### src/rtl/fetch_stage_pkg.sv
// Shared constants and types for the instruction fetch stage.
// Optional feature macro: FETCH_ADDR_CHECK_EN (enables fetch address error detection).
package fetch_stage_pkg;

    localparam logic [31:0] PC_RESET  = 32'h0000_3000;
    localparam logic [31:0] EXC_ENTRY = 32'h0000_4180;
    localparam logic [31:0] IM_LO     = 32'h0000_3000;
    localparam logic [31:0] IM_HI     = 32'h0000_6FFC;
    localparam logic [4:0]  EXC_ADEL  = 5'd4;
    localparam logic [31:0] NOP       = 32'h0000_0000;

    // Contents of the IF/ID pipeline register
    typedef struct packed {
        logic [31:0] ins;
        logic [31:0] pc;
        logic        exp_flag;
        logic [4:0]  exc_code;
        logic        bd;
    } ifid_t;

    // Update command for the IF/ID register
    typedef enum logic [1:0] {
        IFID_HOLD  = 2'd0,
        IFID_LOAD  = 2'd1,
        IFID_CLEAR = 2'd2
    } ifid_ctl_e;

    // A fetch address is bad when misaligned or outside instruction memory
    function automatic logic addr_bad(input logic [31:0] pc);
        return (pc[1:0] != 2'b00) || (pc < IM_LO) || (pc > IM_HI);
    endfunction

endpackage

### src/rtl/fetch_stage_ifid_reg.sv
// IF/ID pipeline register with load / hold / clear control.
// A clear loads a bubble (nop, no flags) whose PC is supplied by the caller.
module ifid_reg
    import fetch_stage_pkg::*;
(
    input  logic        clk,
    input  logic        reset,
    input  ifid_ctl_e   ctl,
    input  logic [31:0] clear_pc,
    input  ifid_t       fetch,
    output ifid_t       q
);

    // Register update: reset wins, then clear, load or hold
    always_ff @(posedge clk) begin
        if (reset) begin
            q <= '{ins: NOP, pc: PC_RESET, exp_flag: 1'b0, exc_code: 5'd0, bd: 1'b0};
        end else begin
            case (ctl)
                IFID_CLEAR: q <= '{ins: NOP, pc: clear_pc, exp_flag: 1'b0, exc_code: 5'd0, bd: 1'b0};
                IFID_LOAD:  q <= fetch;
                default:    q <= q;
            endcase
        end
    end

endmodule

### src/rtl/fetch_stage.sv
// Instruction fetch stage: PC register, next-PC selection, fetch address
// check and the IF/ID register feeding decode.
// Optional feature macro: FETCH_ADDR_CHECK_EN -- when defined, a fetch from a
// misaligned or out-of-range PC is replaced by a nop tagged with AdEL.
module fetch_stage
    import fetch_stage_pkg::*;
(
    input  logic        clk,
    input  logic        reset,
    input  logic        stop,
    input  logic        Branch,
    input  logic [31:0] PCbranch,
    input  logic        isj,
    input  logic [31:0] PCjump,
    input  logic        jr,
    input  logic [31:0] PCjr,
    input  logic        Branch_for_delay,
    input  logic        req,
    input  logic        eret,
    input  logic [31:0] EPC,
    output logic [31:0] imem_addr,
    input  logic [31:0] imem_rdata,
    output logic [31:0] Ins_IFout,
    output logic [31:0] PC_IFout,
    output logic        expFlag_IFout,
    output logic [4:0]  ExcCode_IFout,
    output logic        bd_IFout
);

    logic [31:0] pc;
    logic [31:0] pc_next;
    logic        fetch_err;
    ifid_t       fetch;
    ifid_t       ifid_q;
    ifid_ctl_e   ifid_ctl;
    logic [31:0] ifid_clear_pc;

    // PC register; reset overrides every other request
    always_ff @(posedge clk) begin
        if (reset) begin
            pc <= PC_RESET;
        end else begin
            pc <= pc_next;
        end
    end

    // Next-PC priority: exception, eret, stall, then decode redirects.
    // A redirect under stall is dropped; decode presents it again later.
    always_comb begin
        pc_next = pc + 32'd4;
        if (req) begin
            pc_next = EXC_ENTRY;
        end else if (eret) begin
            pc_next = EPC;
        end else if (stop) begin
            pc_next = pc;
        end else if (jr) begin
            pc_next = PCjr;
        end else if (isj) begin
            pc_next = PCjump;
        end else if (Branch) begin
            pc_next = PCbranch;
        end
    end

    // A bad PC is flagged only when it is fetched, never at the redirecting instruction
    always_comb begin
`ifdef FETCH_ADDR_CHECK_EN
        fetch_err = addr_bad(pc);
`else
        fetch_err = 1'b0;
`endif
    end

    // Fetch result; taken branches do not flush, so the delay-slot word is kept
    always_comb begin
        fetch.ins      = fetch_err ? NOP : imem_rdata;
        fetch.pc       = pc;
        fetch.exp_flag = fetch_err;
        fetch.exc_code = fetch_err ? EXC_ADEL : 5'd0;
        fetch.bd       = Branch_for_delay;
    end

    // IF/ID control: exception and eret squash the slot, stall holds
    always_comb begin
        ifid_ctl      = IFID_LOAD;
        ifid_clear_pc = EXC_ENTRY;
        if (req) begin
            ifid_ctl      = IFID_CLEAR;
            ifid_clear_pc = EXC_ENTRY;
        end else if (eret) begin
            ifid_ctl      = IFID_CLEAR;
            ifid_clear_pc = EPC;
        end else if (stop) begin
            ifid_ctl      = IFID_HOLD;
        end
    end

    ifid_reg u_ifid_reg (
        .clk      (clk),
        .reset    (reset),
        .ctl      (ifid_ctl),
        .clear_pc (ifid_clear_pc),
        .fetch    (fetch),
        .q        (ifid_q)
    );

    assign imem_addr     = pc;
    assign Ins_IFout     = ifid_q.ins;
    assign PC_IFout      = ifid_q.pc;
    assign expFlag_IFout = ifid_q.exp_flag;
    assign ExcCode_IFout = ifid_q.exc_code;
    assign bd_IFout      = ifid_q.bd;

endmodule

### config.mk
export PLATFORM = sky130hd
export DESIGN_NAME = fetch_stage
export DESIGN_NICKNAME = d
export VERILOG_FILES = /design/src/rtl/fetch_stage_pkg.sv /design/src/rtl/fetch_stage_ifid_reg.sv /design/src/rtl/fetch_stage.sv
export SDC_FILE = /design/constraint.sdc
export NUM_CORES = 1
export LEC_CHECK = 0
export ABC_CLOCK_PERIOD_IN_PS = 1900
export CORE_MARGIN = 3
export CORE_UTILIZATION = 39
export CTS_CLUSTER_DIAMETER = 80
export DETAILED_ROUTE_END_ITERATION = 12
export PLACE_DENSITY = 0.78
export SLEW_MARGIN = 20
export SYNTH_ARGS = -nofsm -noshare
export SYNTH_HDL_FRONTEND = slang
export SYNTH_HIERARCHICAL = 1
export SYNTH_SLANG_ARGS = --single-unit
export TNS_END_PERCENT = 100
### constraint.sdc
create_clock -name clk -period 1.9 [get_ports clk]
set_clock_uncertainty 0.2 [all_clocks]
set_input_delay 0.19 -clock clk [delete_from_list [all_inputs] [get_ports clk]]
set_output_delay 0.19 -clock clk [all_outputs]
set_load 0.01 [all_outputs]
==> parameters.txt, run 1 <==
Parameter                              Value

Finish
  Final cell count without fillers    1,312
  Number of antenna cells inserted    0
  Syn-to-layout area delta    66.0%
  Net count of the finished layout    around 1,300
  Fraction of final layout cells sized beyond drive strength 1    between 10% and 20%

Die
  Starting Density    roughly two fifths
  Core footprint    roughly 15,000 µm²
  Die area    roughly 17,000 µm²
  Placement row count    between 40 and 50
  Num ports    272
  Vertical die dimension    approximately 130 µm
  Die width    around 130 µm

Synthesis
  Basic-gate share of the synthesized area counting and, or, nand and nor cells    a little over a quarter
  Xor-xnor portion of the synthesized cell area    under 10%
  Fraction of the mapped netlist area in compound gates    a little under a quarter
  Number of synthesized flops with an enable pin    0
  Count of unique library cells instantiated by Yosys    56
  Largest family of logic cells by synthesized area    simple AND/OR/NAND/NOR gates
  Mean instance size in the synthesized netlist    8.04 µm²
  Most area-consuming cells after synthesis    sky130_fd_sc_hd__dfxtp_1 (33%), sky130_fd_sc_hd__mux2i_1 (5.8%), sky130_fd_sc_hd__a211oi_1 (5.3%)
  Most numerous cell in the Yosys netlist    sky130_fd_sc_hd__dfxtp_1
  Post-synthesis cell area    between 6000 and 7000 µm²
  Fraction of registers with async set/reset    0%
  Fraction of post-synthesis cell area in the top cell type by area    between 30 and 40%
  Primary FF master, synth    sky130_fd_sc_hd__dfxtp_1
  Share of synthesized area occupied by flip-flops and latches    between 30% and 40%
  Commonest cells in the synthesized netlist    sky130_fd_sc_hd__dfxtp_1 (103), sky130_fd_sc_hd__nand2_1 (81), sky130_fd_sc_hd__a21oi_1 (64)
  Yosys warning total    6
  Gate count of the mapped netlist    slightly below 800
  Multiplexer fraction of the synthesized cell area    slightly below 6%
  Number of synthesized register bits    about 100
  Library cell with the largest summed area after synthesis    sky130_fd_sc_hd__dfxtp_1
  Post-synthesis share of cell area spent on full adders, half adders and majority gates    less than 1%

Power and ir drop
  Net switching component of the power    ~0.0016 W
  Clock group share of total power    around a third
  Leakage    3.68 nW
  Share of total power in sequential cells    40.1%
  P_int    0.00418 W
  Power density over the cells    between 500 and 600 nW/µm²
  Combinational power share    approximately 27%
  Switching share of total power    ~28%
  Total power consumption of the routed design    between 0.005 and 0.006 W
  Worst IR Drop VDD    558 µV

Clocking
  Level count of the clock H-tree    3
  Maximum root-to-sink buffer count    2
  CTS root buf    sky130_fd_sc_hd__clkbuf_16
  CTS tree    built
  Number of clock sinks    103
  Post-cts hold buffer count    0
  Clock insertion delay at the later pin of the skew report    0.35 ns
  TritonCTS Buffers    9
  Reg clk slew, reported paths    roughly 0.07 ns

Routing
  Drt first pass iters    5
  Total wirelength of the detailed-routed design    roughly 25,000 µm
  Remaining DRCs    0
  Number of design-rule violations left by the first detailed-router iteration    706
  Ratio of routed vias to standard cells    5.56
  Number of antenna-violating nets in the routed design    0
  Vias post-DR    7,298
  Wirelength per Cell    ~19 µm

STA
  Setup TNS    -0.00283 ns
  Final Setup Violations    1
  PnR worst setup slack    -0.00283 ns
  Setup repair after global routing missed its margin    true
  Fmax    between 0.5 and 0.6 GHz
  Number of max-slew violations in the final report    0
  Final hold viol count    0
  Final Cycle Share    100%
  Final critical-path required period    roughly 1.9 ns

Setup path
  Highest cell delay on the worst timing path    about 0.47 ns
  Cell with the largest stage delay on the worst path    sky130_fd_sc_hd__or4_4
  Arrival @ worst endpoint    2.00 ns
  Sequence of cells on the critical path    and4_4, buf_4, nand4_2, or4_4, a21oi_4, o211a_1
  Critical path data required time    approximately 2.0 ns
  R2R Path Start    imem_addr[9]
  Nature of the critical path endpoint    register
  Worst setup path class    register to register
  Category of the worst setup path launch point    register
  Worst r2r dst    imem_addr[21]
  CP Max Fanout    5
  Worst reg-to-reg path cell count    6
  Setup slack of the worst register-to-register path    -0.003 ns

Worst hold path
  Class of the tightest hold or removal check    input port to register
  Startpoint of the worst hold path    reset
  Cell count of the worst hold path    2
  Endpoint with the worst hold slack    imem_addr[12]

Place
  Port Buffer Count    around 270
  Half-perimeter wire length of the detailed placement result    around 19,000 µm
  RD Place Congestion    between 0.9 and 1
  Count of placed standard cells including taps    between 1,000 and 1,500
  Pre-CTS setup slack    -0.352 ns

Job
  Max Cap Viol    0

GRT
  Number of global-route vias before repair    roughly 7,000
  Remaining Overflow, GRT    0
  Number of antenna violations at the first check in global routing    1
  Global-route wire length before repair    around 38,000 µm
  Total Routing Usage GR    about a quarter
  Largest net degree at the start of global routing    57

Status
  Violations in the final reports    setup timing
  Run status    complete, but fails checks
kinds of logic after synthesis:
group | after synthesis
other | 1
multiplexers | 36
XOR/XNOR | 21
AND/OR/NAND/NOR | 305
AO/OA/AOI/OAI | 220
buffers and inverters | 81
flip-flops | 103
adder cells (fa/ha/maj) | 3
final cells by class:
| type | count | area (µm²) |
|---|---|---|
| repair buffers | 381 | 3700 |
| clock buffers | 11 | 243 |
| clock inverters | 5 | 57.6 |
| multi-input cells | 592 | 3900 |
| fillers | 1281 | 5100 |
| flip-flops and latches | 103 | 2070 |
| inverters | 9 | 33.8 |
| well taps | 211 | 264 |
metrics by stage:
step                area (µm²)  util, %  hold slack [ns]
detailed placement        9770     63.6            0.253
global placement          9770     63.6            0.239
CTS                      10100     65.6          0.00731
finish                   10300     66.8           0.0217
global route             10300     66.8           0.0543
floorplan                 6210        -            0.130
metal layers:
metal | wire (µm) | global-route usage, %
met3 | 2720 | 8.05
met2 | 11200 | 42.6
met4 | 567 | 8.17
met5 | 10 | 0
met1 | 10200 | 34.6
how the worst max path moves through the flow:
stage | start | end | slack [ns] | cells after the start
after global placement | req | u_ifid_reg/q[68] | -0.29 | 9
after floorplan | imem_addr[8] | imem_addr[21] | 0.004 | 5
after global routing | imem_addr[21] | imem_addr[29] | -0.06 | 7
after CTS | imem_addr[8] | imem_addr[21] | 0.006 | 5
final | imem_addr[9] | imem_addr[21] | -0.003 | 6
after detailed placement | req | u_ifid_reg/q[27] | -0.35 | 8
critical path: cells and delay by family, from the launching register on:
family                 cells  cell delay, ns
AND/OR/NAND/NOR            3            0.89
AO/OA/AOI/OAI              2            0.30
flip-flops                 1            0.33
buffers and inverters      1            0.13
cell usage in the layout, fill, tap and decap left out, types with 8 or more instances in the layout:
| master | count |
|---|---|
| sky130_fd_sc_hd__clkdlybuf4s50_1 | 268 |
| sky130_fd_sc_hd__dfxtp_1 | 94 |
| sky130_fd_sc_hd__buf_4 | 93 |
| sky130_fd_sc_hd__nand2_1 | 80 |
| sky130_fd_sc_hd__a21oi_1 | 63 |
| sky130_fd_sc_hd__nor2_1 | 46 |
| sky130_fd_sc_hd__a211oi_1 | 42 |
| sky130_fd_sc_hd__nand3b_1 | 40 |
| sky130_fd_sc_hd__mux2i_1 | 35 |
| sky130_fd_sc_hd__nor2b_1 | 31 |
| sky130_fd_sc_hd__o21ai_0 | 27 |
| sky130_fd_sc_hd__and2_1 | 19 |
| sky130_fd_sc_hd__a221oi_1 | 19 |
| sky130_fd_sc_hd__nor3_1 | 18 |
| sky130_fd_sc_hd__nand3_1 | 17 |
| sky130_fd_sc_hd__xnor2_1 | 17 |
| sky130_fd_sc_hd__buf_12 | 12 |
| sky130_fd_sc_hd__o32ai_1 | 11 |
| sky130_fd_sc_hd__nand4_1 | 9 |
| sky130_fd_sc_hd__o31ai_1 | 9 |
| sky130_fd_sc_hd__clkbuf_16 | 9 |
| sky130_fd_sc_hd__dfxtp_2 | 9 |
| sky130_fd_sc_hd__a31oi_1 | 8 |
power groups by stage:
stage	Combinational [W]	Clock (W)	Sequential [W]
finish	0.00155	0.00191	0.00233
floorplan	0.000544	0	0.00244
detailed placement	0.00151	0	0.00237
CTS	0.00152	0.00193	0.00232
global route	0.00166	0.00201	0.00234
global placement	0.00150	0	0.00237
registers in the layout, summed over array words and instances, names as in the netlist, named ones only:
register / cells
imem_addr: 30
u_ifid_reg/q: 71
timing repair:
item,4_1_cts,5_1_grt
setup endpoints to repair,5,79
gates cloned,0,1
pin swaps,1,12
buffers inserted,1,2
resized for setup,5,38
Power figures use the tool's default switching activity.
==> inputs of run 2 (changes only) <==
Settings changed: CORE_UTILIZATION 39 to 40, CTS_BUF_LIST set to sky130_fd_sc_hd__clkbuf_4 sky130_fd_sc_hd__clkbuf_8, PLACE_DENSITY 0.78 to 0.8.
==> run 2 against run 1 <==
  * The run still ends with setup timing left
  * Maximum frequency about the same
  * Wire length up 1.5%
  * Worst hold slack better by 0.15 ns
  * Critical path type unchanged
  * Via count up 2.2%
  * Total power down 6.5%
  * Non-clock buffer count up 6
==> parameters.txt, run 2 (synthesis results as in run 1) <==
Parameter                              Value

Worst hold path
  Startpoint of the worst hold path    imem_rdata[23]
  Class of the tightest hold or removal check    input port to register
  Endpoint with the worst hold slack    u_ifid_reg/q[62]
  Cell count of the worst hold path    3 (+1)

Finish
  Largest Register    u_ifid_reg/q
  Syn-to-layout area delta    65.7%
  Flip-flop count of the largest register after layout    71 (unchanged)
  Post-layout util    69.2% (+2.4 points)
  Commonest cells after routing, fill and taps aside    sky130_fd_sc_hd__clkdlybuf4s50_1 (261), sky130_fd_sc_hd__buf_4 (102), sky130_fd_sc_hd__dfxtp_1 (91)
  Number of antenna cells inserted    0 (unchanged)
  Commonest non-fill, non-tap cell in the layout    sky130_fd_sc_hd__clkdlybuf4s50_1
  Fraction of final layout cells sized beyond drive strength 1    17.3% (+1.5 points)
  FILL cells    1,188 (-7.3%)
  Net count of the finished layout    1,274 (+0.47%)

GRT
  Largest net degree at the start of global routing    75 (+32%)
  Number of antenna violations at the first check in global routing    0 (-1)
  Remaining Overflow, GRT    0 (unchanged)
  Global-route wire length before repair    37,300 µm (-1.2%)
  Number of global-route vias before repair    7,127 (+2.2%)
  Total Routing Usage GR    27.8% (+1.2 points)

Setup path
  Nature of the critical path endpoint    register
  Cell with the largest stage delay on the worst path    sky130_fd_sc_hd__dfxtp_1
  Setup slack of the worst register-to-register path    -0.001 ns (about the same)
  Worst reg-to-reg path cell count    6 (unchanged)
  Worst r2r dst    imem_addr[29]
  R2R Path Start    imem_addr[15]
  Sequence of cells on the critical path    and4_4, nand4_4, buf_4, nor4_4, xnor2_1, o32ai_1
  Highest cell delay on the worst timing path    0.38 ns (-0.09 ns)
  Critical path data required time    2.00 ns (about the same)
  Category of the worst setup path launch point    register
  Worst setup path class    register to register
  Arrival @ worst endpoint    2.00 ns (about the same)
  CP Max Fanout    6 (+1)

STA
  Final critical-path required period    1.90 ns (-0.00155 ns)
  Setup repair after global routing missed its margin    true
  Fmax    0.526 GHz (about the same)
  Final hold viol count    0 (unchanged)
  PnR worst setup slack    -0.00127 ns (+0.00155 ns)
  Number of max-slew violations in the final report    0 (unchanged)
  Final Setup Violations    1 (unchanged)
  Final Cycle Share    100% (about the same)

Routing
  Number of design-rule violations left by the first detailed-router iteration    669 (-5.2%)
  Ratio of routed vias to standard cells    5.78 (+3.8%)
  Total wirelength of the detailed-routed design    25,000 µm (+1.5%)
  Drt first pass iters    5 (unchanged)
  Remaining DRCs    0 (unchanged)
  Number of antenna-violating nets in the routed design    0 (unchanged)
  Vias post-DR    7,456 (+2.2%)
  Wirelength per Cell    19.4 µm (+3.1%)

Die
  Vertical die dimension    130 µm (-1.2%)
  Starting Density    41.8% (+1.5 points)
  Die width    130 µm (-1.2%)
  Num ports    272 (unchanged)
  Die area    17,000 µm² (-2.4%)
  Placement row count    44 (-2.2%)
  Core footprint    14,800 µm² (-3.7%)

Status
  Violations in the final reports    setup timing
  Run status    complete, but fails checks

Power and ir drop
  Power density over the cells    528 nW/µm² (-6.3%)
  Leakage    3.76 nW (+2.2%)
  Worst IR Drop VDD    328 µV (-41%)

Job
  Max Cap Viol    0 (unchanged)

Clocking
  TritonCTS Buffers    9 (unchanged)
  CTS tree    built
  Number of clock sinks    103 (unchanged)
  CTS root buf    sky130_fd_sc_hd__clkbuf_8
  Clock insertion delay at the later pin of the skew report    0.39 ns (+0.04 ns)
  Level count of the clock H-tree    3 (unchanged)
  Maximum root-to-sink buffer count    2 (unchanged)
  Reg clk slew, reported paths    0.11 ns (+0.04 ns)

Place
  Port Buffer Count    271 (unchanged)
  Half-perimeter wire length of the detailed placement result    18,900 µm (-0.76%)
  Pre-CTS setup slack    -0.470 ns (-0.117 ns)
  RD Place Congestion    0.997 (+4.7%)
==> run 2: cell type report <==
| cell class | instances | area [µm²] | area share, % |
|---|---|---|---|
| clock buffers | 11 | 145 | 1.42 |
| clock inverters | 5 | 66.3 | 0.647 |
| inverters | 9 | 33.8 | 0.329 |
| multi-input cells | 592 | 3930 | 38.4 |
| flip-flops and latches | 103 | 2080 | 20.3 |
| well taps | 184 | 230 | 2.25 |
| repair buffers | 387 | 3770 | 36.7 |
==> run 2: power by group <==
group | internal, W | switching (W)
registers | 0.00226 | 0.0000711
clock network | 0.000675 | 0.000818
logic | 0.000890 | 0.000704
total | 0.00383 | 0.00159
==> run 2: per-layer routing <==
layer | wire, µm | vias to the layer above | global-route usage [%]
met5 | 0 | - | 0
met3 | 2500 | 55 | 6.34
li1 | - | 3474 | -
met2 | 11700 | 471 | 46.0
met1 | 10200 | 3456 | 36.2
met4 | 622 | 0 | 8.59
==> run 2: what timing repair did <==
item	in CTS	in global routing
hold endpoints to repair	2	0
cloned	1	1
setup buffers	1	3
hold buffers	1	0
pin swaps	3	7
endpoints found under the setup margin	40	67
gates resized for setup	16	42
==> run 2: worst max path at each step <==
stage	slack [ns]	to	from
after floorplan	0.004	imem_addr[21]	imem_addr[8]
after global placement	-0.38	u_ifid_reg/q[37]	req
after detailed placement	-0.47	u_ifid_reg/q[7]	req
after CTS	0.002	u_ifid_reg/q[35]	req
after global routing	-0.07	imem_addr[29]	imem_addr[15]
final	-0.001	imem_addr[29]	imem_addr[15]
==> run 2: critical path, delay by kind of cell (launching register included) <==
family / cells / cell delay [ns]
flops: 1 / 0.38
buf+inv: 1 / 0.21
simple gates: 3 / 0.70
compound gates: 1 / 0.22
xor+xnor: 1 / 0.10
==> run 2: per-stage QoR <==
step | setup TNS, ns | instance area (µm²) | cells | total power (W) | hold slack (ns)
floorplan | 0 | 6210 | 775 | 0.00298 | 0.130
global placement | -27.92 | 9760 | 1268 | 0.00388 | 0.238
detailed placement | -33.88 | 9760 | 1268 | 0.00390 | 0.252
CTS | 0 | 10100 | 1287 | 0.00541 | 0.145
global route | -0.168 | 10300 | 1291 | 0.00563 | 0.178
finish | -0.00127 | 10300 | 1291 | 0.00542 | 0.174
